`config.mk`:
```
export PLATFORM = sky130hd
export DESIGN_NAME = common_cntdown_timer8_flat
export DESIGN_NICKNAME = d
export VERILOG_FILES = /design/src/rtl/common_cntdown_timer8_if.sv /design/src/rtl/common_cntdown_timer8.sv /design/src/flat_wrapper.sv
export SDC_FILE = /design/constraint.sdc
export NUM_CORES = 1
export LEC_CHECK = 0
export ABC_AREA = 1
export BUFFER_PORTS_ARGS = -buffer_cell sky130_fd_sc_hd__buf_2
export CAP_MARGIN = 20
export CORE_ASPECT_RATIO = 1.75
export CORE_MARGIN = 2
export CORE_UTILIZATION = 48
export DETAILED_ROUTE_END_ITERATION = 8
export HOLD_SLACK_MARGIN = 0.15
export PLACE_DENSITY = 0.77
export SETUP_SLACK_MARGIN = 0.4
export SYNTH_ARGS = -nofsm -noshare
export SYNTH_HDL_FRONTEND = slang
export SYNTH_SLANG_ARGS = --single-unit
```
`constraint.sdc`:
```
create_clock -name clk -period 1.49 [get_ports clk]
set_clock_uncertainty 0.15 [all_clocks]
set_input_delay 0.298 -clock clk [delete_from_list [all_inputs] [get_ports clk]]
set_output_delay 0.298 -clock clk [all_outputs]
set_load 0.02 [all_outputs]
```
`src/rtl/common_cntdown_timer8_if.sv`:
```
// Load/control/status bundle for the 8-bit nibble-cascaded countdown timer.
// The master drives loads and tick control; the timer (slave) returns count and status.
interface common_cntdown_timer8_if;
    logic       i_load_valid;
    logic       i_load_ready;
    logic [7:0] i_load_value;
    logic       i_load_reload;
    logic       i_en;
    logic       i_stop;
    logic [7:0] o_count;
    logic       o_busy;
    logic       o_expire;

    modport master (
        output i_load_valid, i_load_value, i_load_reload, i_en, i_stop,
        input  i_load_ready, o_count, o_busy, o_expire
    );

    modport slave (
        input  i_load_valid, i_load_value, i_load_reload, i_en, i_stop,
        output i_load_ready, o_count, o_busy, o_expire
    );
endinterface

```
`src/rtl/common_cntdown_timer8.sv`:
```
// 8-bit countdown timer with one-shot / auto-reload modes, built from two
// cascaded 4-bit nibbles. Expiry is reported as a registered one-cycle pulse.
module common_cntdown_timer8 (
    input  logic                          clk,
    input  logic                          resetn,
    common_cntdown_timer8_if.slave        tmr
);

    typedef enum logic {IDLE, RUN} state_e;

    state_e     state_q, state_d;
    logic [7:0] count_q, count_d;
    logic [7:0] reload_q, reload_d;
    logic       auto_q, auto_d;
    logic       expire_q, expire_d;
    logic [3:0] lo_dec, hi_dec;

    // High nibble only moves when the low nibble borrows out of 0x0.
    assign lo_dec = count_q[3:0] - 4'd1;
    assign hi_dec = (count_q[3:0] == 4'h0) ? (count_q[7:4] - 4'd1) : count_q[7:4];

    // NOTE: every output of this block is given a default first, so no path leaves a signal unassigned and no latch is inferred.
    always_comb begin
        state_d  = state_q;
        count_d  = count_q;
        reload_d = reload_q;
        auto_d   = auto_q;
        expire_d = 1'b0;
        unique case (state_q)
            IDLE: begin
                if (tmr.i_load_valid) begin
                    if (tmr.i_load_value != 8'h00) begin
                        count_d  = tmr.i_load_value;
                        reload_d = tmr.i_load_value;
                        auto_d   = tmr.i_load_reload;
                        state_d  = RUN;
                    end else begin
                        count_d  = 8'h00;
                        expire_d = 1'b1;
                    end
                end
            end
            RUN: begin
                if (tmr.i_stop) begin
                    count_d = 8'h00;
                    state_d = IDLE;
                end else if (tmr.i_en) begin
                    if (count_q == 8'h01) begin
                        expire_d = 1'b1;
                        if (auto_q) begin
                            count_d = reload_q;
                        end else begin
                            count_d = 8'h00;
                            state_d = IDLE;
                        end
                    end else begin
                        count_d = {hi_dec, lo_dec};
                    end
                end
            end
            default: state_d = IDLE;
        endcase
    end

    // NOTE: state uses non-blocking assignments so all flops sample the same pre-edge values.
    // NOTE: every flop, including the reload register, is reset so status is defined immediately on reset.
    always_ff @(posedge clk or negedge resetn) begin
        if (!resetn) begin
            state_q  <= IDLE;
            count_q  <= 8'h00;
            reload_q <= 8'h00;
            auto_q   <= 1'b0;
            expire_q <= 1'b0;
        end else begin
            state_q  <= state_d;
            count_q  <= count_d;
            reload_q <= reload_d;
            auto_q   <= auto_d;
            expire_q <= expire_d;
        end
    end

    assign tmr.i_load_ready = (state_q == IDLE);
    assign tmr.o_busy       = (state_q == RUN);
    assign tmr.o_count      = count_q;
    assign tmr.o_expire     = expire_q;

endmodule

```
`src/flat_wrapper.sv`:
```
// flat-port wrapper written by rule: the top's interface ports become plain ports
module common_cntdown_timer8_flat 
  (clk, resetn, tmr_i_load_valid, tmr_i_load_value, tmr_i_load_reload, tmr_i_en, tmr_i_stop, tmr_i_load_ready, tmr_o_count, tmr_o_busy, tmr_o_expire);
  common_cntdown_timer8_if tmr_i ();
  input  logic clk;
  input  logic resetn;
  input wire logic [$bits(tmr_i.i_load_valid)-1:0] tmr_i_load_valid;
  input wire logic [$bits(tmr_i.i_load_value)-1:0] tmr_i_load_value;
  input wire logic [$bits(tmr_i.i_load_reload)-1:0] tmr_i_load_reload;
  input wire logic [$bits(tmr_i.i_en)-1:0] tmr_i_en;
  input wire logic [$bits(tmr_i.i_stop)-1:0] tmr_i_stop;
  output wire logic [$bits(tmr_i.i_load_ready)-1:0] tmr_i_load_ready;
  output wire logic [$bits(tmr_i.o_count)-1:0] tmr_o_count;
  output wire logic [$bits(tmr_i.o_busy)-1:0] tmr_o_busy;
  output wire logic [$bits(tmr_i.o_expire)-1:0] tmr_o_expire;
  assign tmr_i.i_load_valid = tmr_i_load_valid;
  assign tmr_i.i_load_value = tmr_i_load_value;
  assign tmr_i.i_load_reload = tmr_i_load_reload;
  assign tmr_i.i_en = tmr_i_en;
  assign tmr_i.i_stop = tmr_i_stop;
  assign tmr_i_load_ready = tmr_i.i_load_ready;
  assign tmr_o_count = tmr_i.o_count;
  assign tmr_o_busy = tmr_i.o_busy;
  assign tmr_o_expire = tmr_i.o_expire;
  common_cntdown_timer8 u_core (.clk(clk), .resetn(resetn), .tmr(tmr_i));
endmodule
```
==> results list <==
- The run finished, with violations left.
- The checks that failed: negative setup slack.
- Clk slew on worst S/H paths: roughly 0.07 ns
- Total length of routed wires: 3575 µm
- Number of vias in the routed layout: 1339
- Height of the die: 70.28 µm
* PnR Total Power: 2.754 mW
- For this run, design rule violations remaining after detail routing come to 0.
* Initial drt markers: 37
* Arrival @ worst endpoint: 1.58 ns
- Across the run, the number of max-cap violations was 0.
- Once layout is complete, the cells apart from fillers number 259.
* Post-synthesis register bit count: 19
* Largest net degree at the start of global routing: 20
- The worst-case IR drop observed on VDD is just over 800 µV.
- The worst pin sits at a relative slew slack of 80.00%.
* Synthesized instance count: 173
- The library cell used most frequently in the layout, excluding fill and tap cells, is sky130_fd_sc_hd__nand2_1.
* LEAKAGE: 0.9470 nW
* Cell area after synthesis: ~1200 µm²
- Via count of the first global-routing pass: approximately 1300
- For this run, the post-layout net count is 251.
- Congestion Overflow GR: 0
- Total number of H-tree levels: 1
- First-pass GRT wire length: ~5800 µm
* Clock tree from TritonCTS: yes
* Area of the die: 2943 µm²
* Crit path time final: 1.601 ns
* Pre-CTS setup slack: -0.06753 ns
- The first detailed-routing pass ran for 4 iterations.
* Max stage delay cell, worst path: sky130_fd_sc_hd__dfrtp_2
* Power Density: 1457 nW/µm²
* Multi-input logic area: 749.5 µm²
- For this run, the total global-route usage over all layers was measured as 25.54%.
* Root Buffer Master: sky130_fd_sc_hd__clkbuf_8
- The final hold violation count is 0.
* Period utilization: 107.5%
* # setup viols final: 8
- Fraction of final layout cells with drive strength greater than 1: 41.63%
- The initialized floorplan defines 24 standard-cell rows.
- Clock buffers created by TritonCTS: 3
- After legalization and detailed placement, the total HPWL measured 2328 µm.
- In the routed layout, each cell is associated on average with a via count of ~5.2.
- Core Footprint: 2432 µm²
* Final Core Density: ~78%
* Commonest non-fill, non-tap cells in the layout: 57 x sky130_fd_sc_hd__nand2_1, 21 x sky130_fd_sc_hd__nor2_1, 20 x sky130_fd_sc_hd__buf_6
- The filler cells instantiated in the layout total 168.
* Setup repair after global routing missed its margin: yes
- 25 I/O pins were placed.
- Worst Setup Slack, final: -0.1111 ns
- In the final layout, flip-flops and latches occupy between 400 and 500 µm².
* Post-detailed-route wirelength per cell: between 10 and 15 µm
* Die Width: 41.88 µm
- For the worst setup path, the data required time is ~1.5 ns.
* Placed cell areas: 1469 µm²
- Walking the worst path, the cells encountered are inv_2 -> ha_4 -> inv_2 -> nor2_4 -> nand2_2 -> nor2_4 -> nand2_2 -> o21ai_2 -> o21ai_1.
- Initial antenna violation count: 0
* Synthesis-to-finish area growth: 56.80%
- Transition time at the pin with the least slew margin: between 0.2 and 0.3 ns
- The worst setup path is captured at a flip-flop.
- Counting along the longest clock path gives a buffer depth of 2.
* Antenna-violating nets left: 0
- Summing all non-filler instances in the final layout gives an area of 1889 µm².
* WS Path Type: flip-flop to flip-flop
- Once the floorplan was initialized, standard cells occupied 49.54% of the core.
- The number of antenna diodes in the final layout is 0.
* Mapped Avg Cell Area: 6.965 µm²
* Achievable Freq: 624.6 MHz
- The count of pins over their slew limit was 0.
- Slowest cell delay on critical path: 0.41 ns
- Routability cong.: approximately 0.87
- The number of placed instances, taps included, is 233.
- Synthesis produced a netlist with a net count of 190.
- Port buffer count: 24
* Largest fanout on the critical path: 8
- CTS saw 19 sinks.
* Insertion delay to the later sink of the worst-skew pair: roughly 0.26 ns
- Library cells used by synthesis: 20
- STA classifies the critical path startpoint as a flip-flop.
- The min-delay analysis places its worst path in the category input port to flip-flop.
* Syn. warnings: 0
* Sequential element share of the synthesized area: 39.46%
## worst max-delay path: cells and delay by family (launching register included)
kind,cells,cell delay (ns)
compound gates,2,0.23
simple gates,4,0.44
buf+inv,2,0.11
flops,1,0.41
fa+ha+maj,1,0.12
## registers in the layout, indices dropped and copies added (netlist names)
| signal | cells |
|---|---|
| u_core.tmr.o_count | 8 |
| u_core.reload_q | 8 |
| u_core.auto_q | 1 |
| u_core.tmr.o_busy | 1 |
| u_core.tmr.o_expire | 1 |
## power breakdown
group	total [mW]	leakage, nW	switching (mW)	internal [mW]
clock network	0.363	0.0228	0.172	0.190
registers	0.802	0.226	0.141	0.661
logic	1.59	0.698	0.802	0.787
total	2.75	0.947	1.12	1.64
## per-stage QoR
stage / setup TNS [ns] / hold WS [ns]
final: -0.3421 / 0.1491
after global routing: -1.200 / 0.1584
after CTS: -0.3035 / 0.1397
after global placement: -0.07860 / 0.1031
after detailed placement: -0.2992 / 0.1156
after floorplan: -0.5845 / -0.1476
## path summary, 6_finish.rpt
check | start | endpoint | slack (ns) | cells past startpoint
min | tmr_i_load_value[2] | u_core.reload_q[2]$_DFFE_PN0P_ | 0.15 | 3
min reg2reg | u_core.reload_q[1]$_DFFE_PN0P_ | u_core.reload_q[1]$_DFFE_PN0P_ | 0.33 | 2
min in group asynchronous | resetn | u_core.reload_q[6]$_DFFE_PN0P_ | 0.33 | 2
max reg2reg | u_core.tmr.o_count[1]$_DFFE_PN0P_ | u_core.tmr.o_busy$_DFF_PN0_ | -0.11 | 9
max | u_core.tmr.o_count[1]$_DFFE_PN0P_ | u_core.tmr.o_busy$_DFF_PN0_ | -0.11 | 9
max in group asynchronous | resetn | u_core.tmr.o_count[1]$_DFFE_PN0P_ | 0.62 | 2
## logic make-up after synthesis
| family | synth area share (%) |
|---|---|
| DFF | 39.46 |
| xor gates and xnor gates | 0.7270 |
| AOI/OAI and AO/OA | 10.90 |
| buffers and inverters | 7.268 |
| and+or+nand+nor | 38.53 |
| adders and majority gates | 3.116 |
## repair_timing
item / CTS / global route
setup endpoints to repair: 30 / 49
pin swaps: 13 / 10
endpoints found under the hold margin: 26 / 0
hold buffers: 6 / 0
buffers inserted: 7 / 7
resized for setup: 48 / 14
cloned: 2 / 0
## cell usage after synthesis
master,n,area (µm²)
sky130_fd_sc_hd__o21ai_0,11,55.05
sky130_fd_sc_hd__nand2_2,4,25.02
sky130_fd_sc_hd__buf_6,1,11.26
sky130_fd_sc_hd__o21ai_1,2,10.01
sky130_fd_sc_hd__a21oi_1,10,50.05
sky130_fd_sc_hd__nand3_1,12,60.06
sky130_fd_sc_hd__dfrtp_1,19,475.5
sky130_fd_sc_hd__nand2_4,2,22.52
sky130_fd_sc_hd__nor2_2,2,12.51
sky130_fd_sc_hd__nand2_1,59,221.5
sky130_fd_sc_hd__clkbuf_1,1,3.750
sky130_fd_sc_hd__nor2_4,3,33.78
sky130_fd_sc_hd__o21ai_4,1,16.27
sky130_fd_sc_hd__nor2_1,22,82.58
sky130_fd_sc_hd__ha_1,3,37.54
sky130_fd_sc_hd__inv_1,15,56.30
sky130_fd_sc_hd__or2_2,1,6.260
sky130_fd_sc_hd__buf_2,1,5.000
sky130_fd_sc_hd__inv_2,3,11.26
sky130_fd_sc_hd__xnor2_1,1,8.760
## metal layers
layer  track usage (%)  vias up  wire, µm
met2             45.31       34      2056
met1             28.69      630      1293
li1                  -      661         -
met3             3.101       14        84
met5                 0        -         0
met4             13.62        0       140
## area by class of cell
| type | count | share of cell area (%) |
|---|---|---|
| Multi-Input combinational cell | 134 | 39.67 |
| Clock buffer | 4 | 2.384 |
| Inverter | 18 | 3.841 |
| Sequential cell | 19 | 25.50 |
| Timing Repair Buffer | 58 | 26.89 |
| Tap cell | 26 | 1.722 |
No activity file was read; power rests on OpenSTA's default activity.
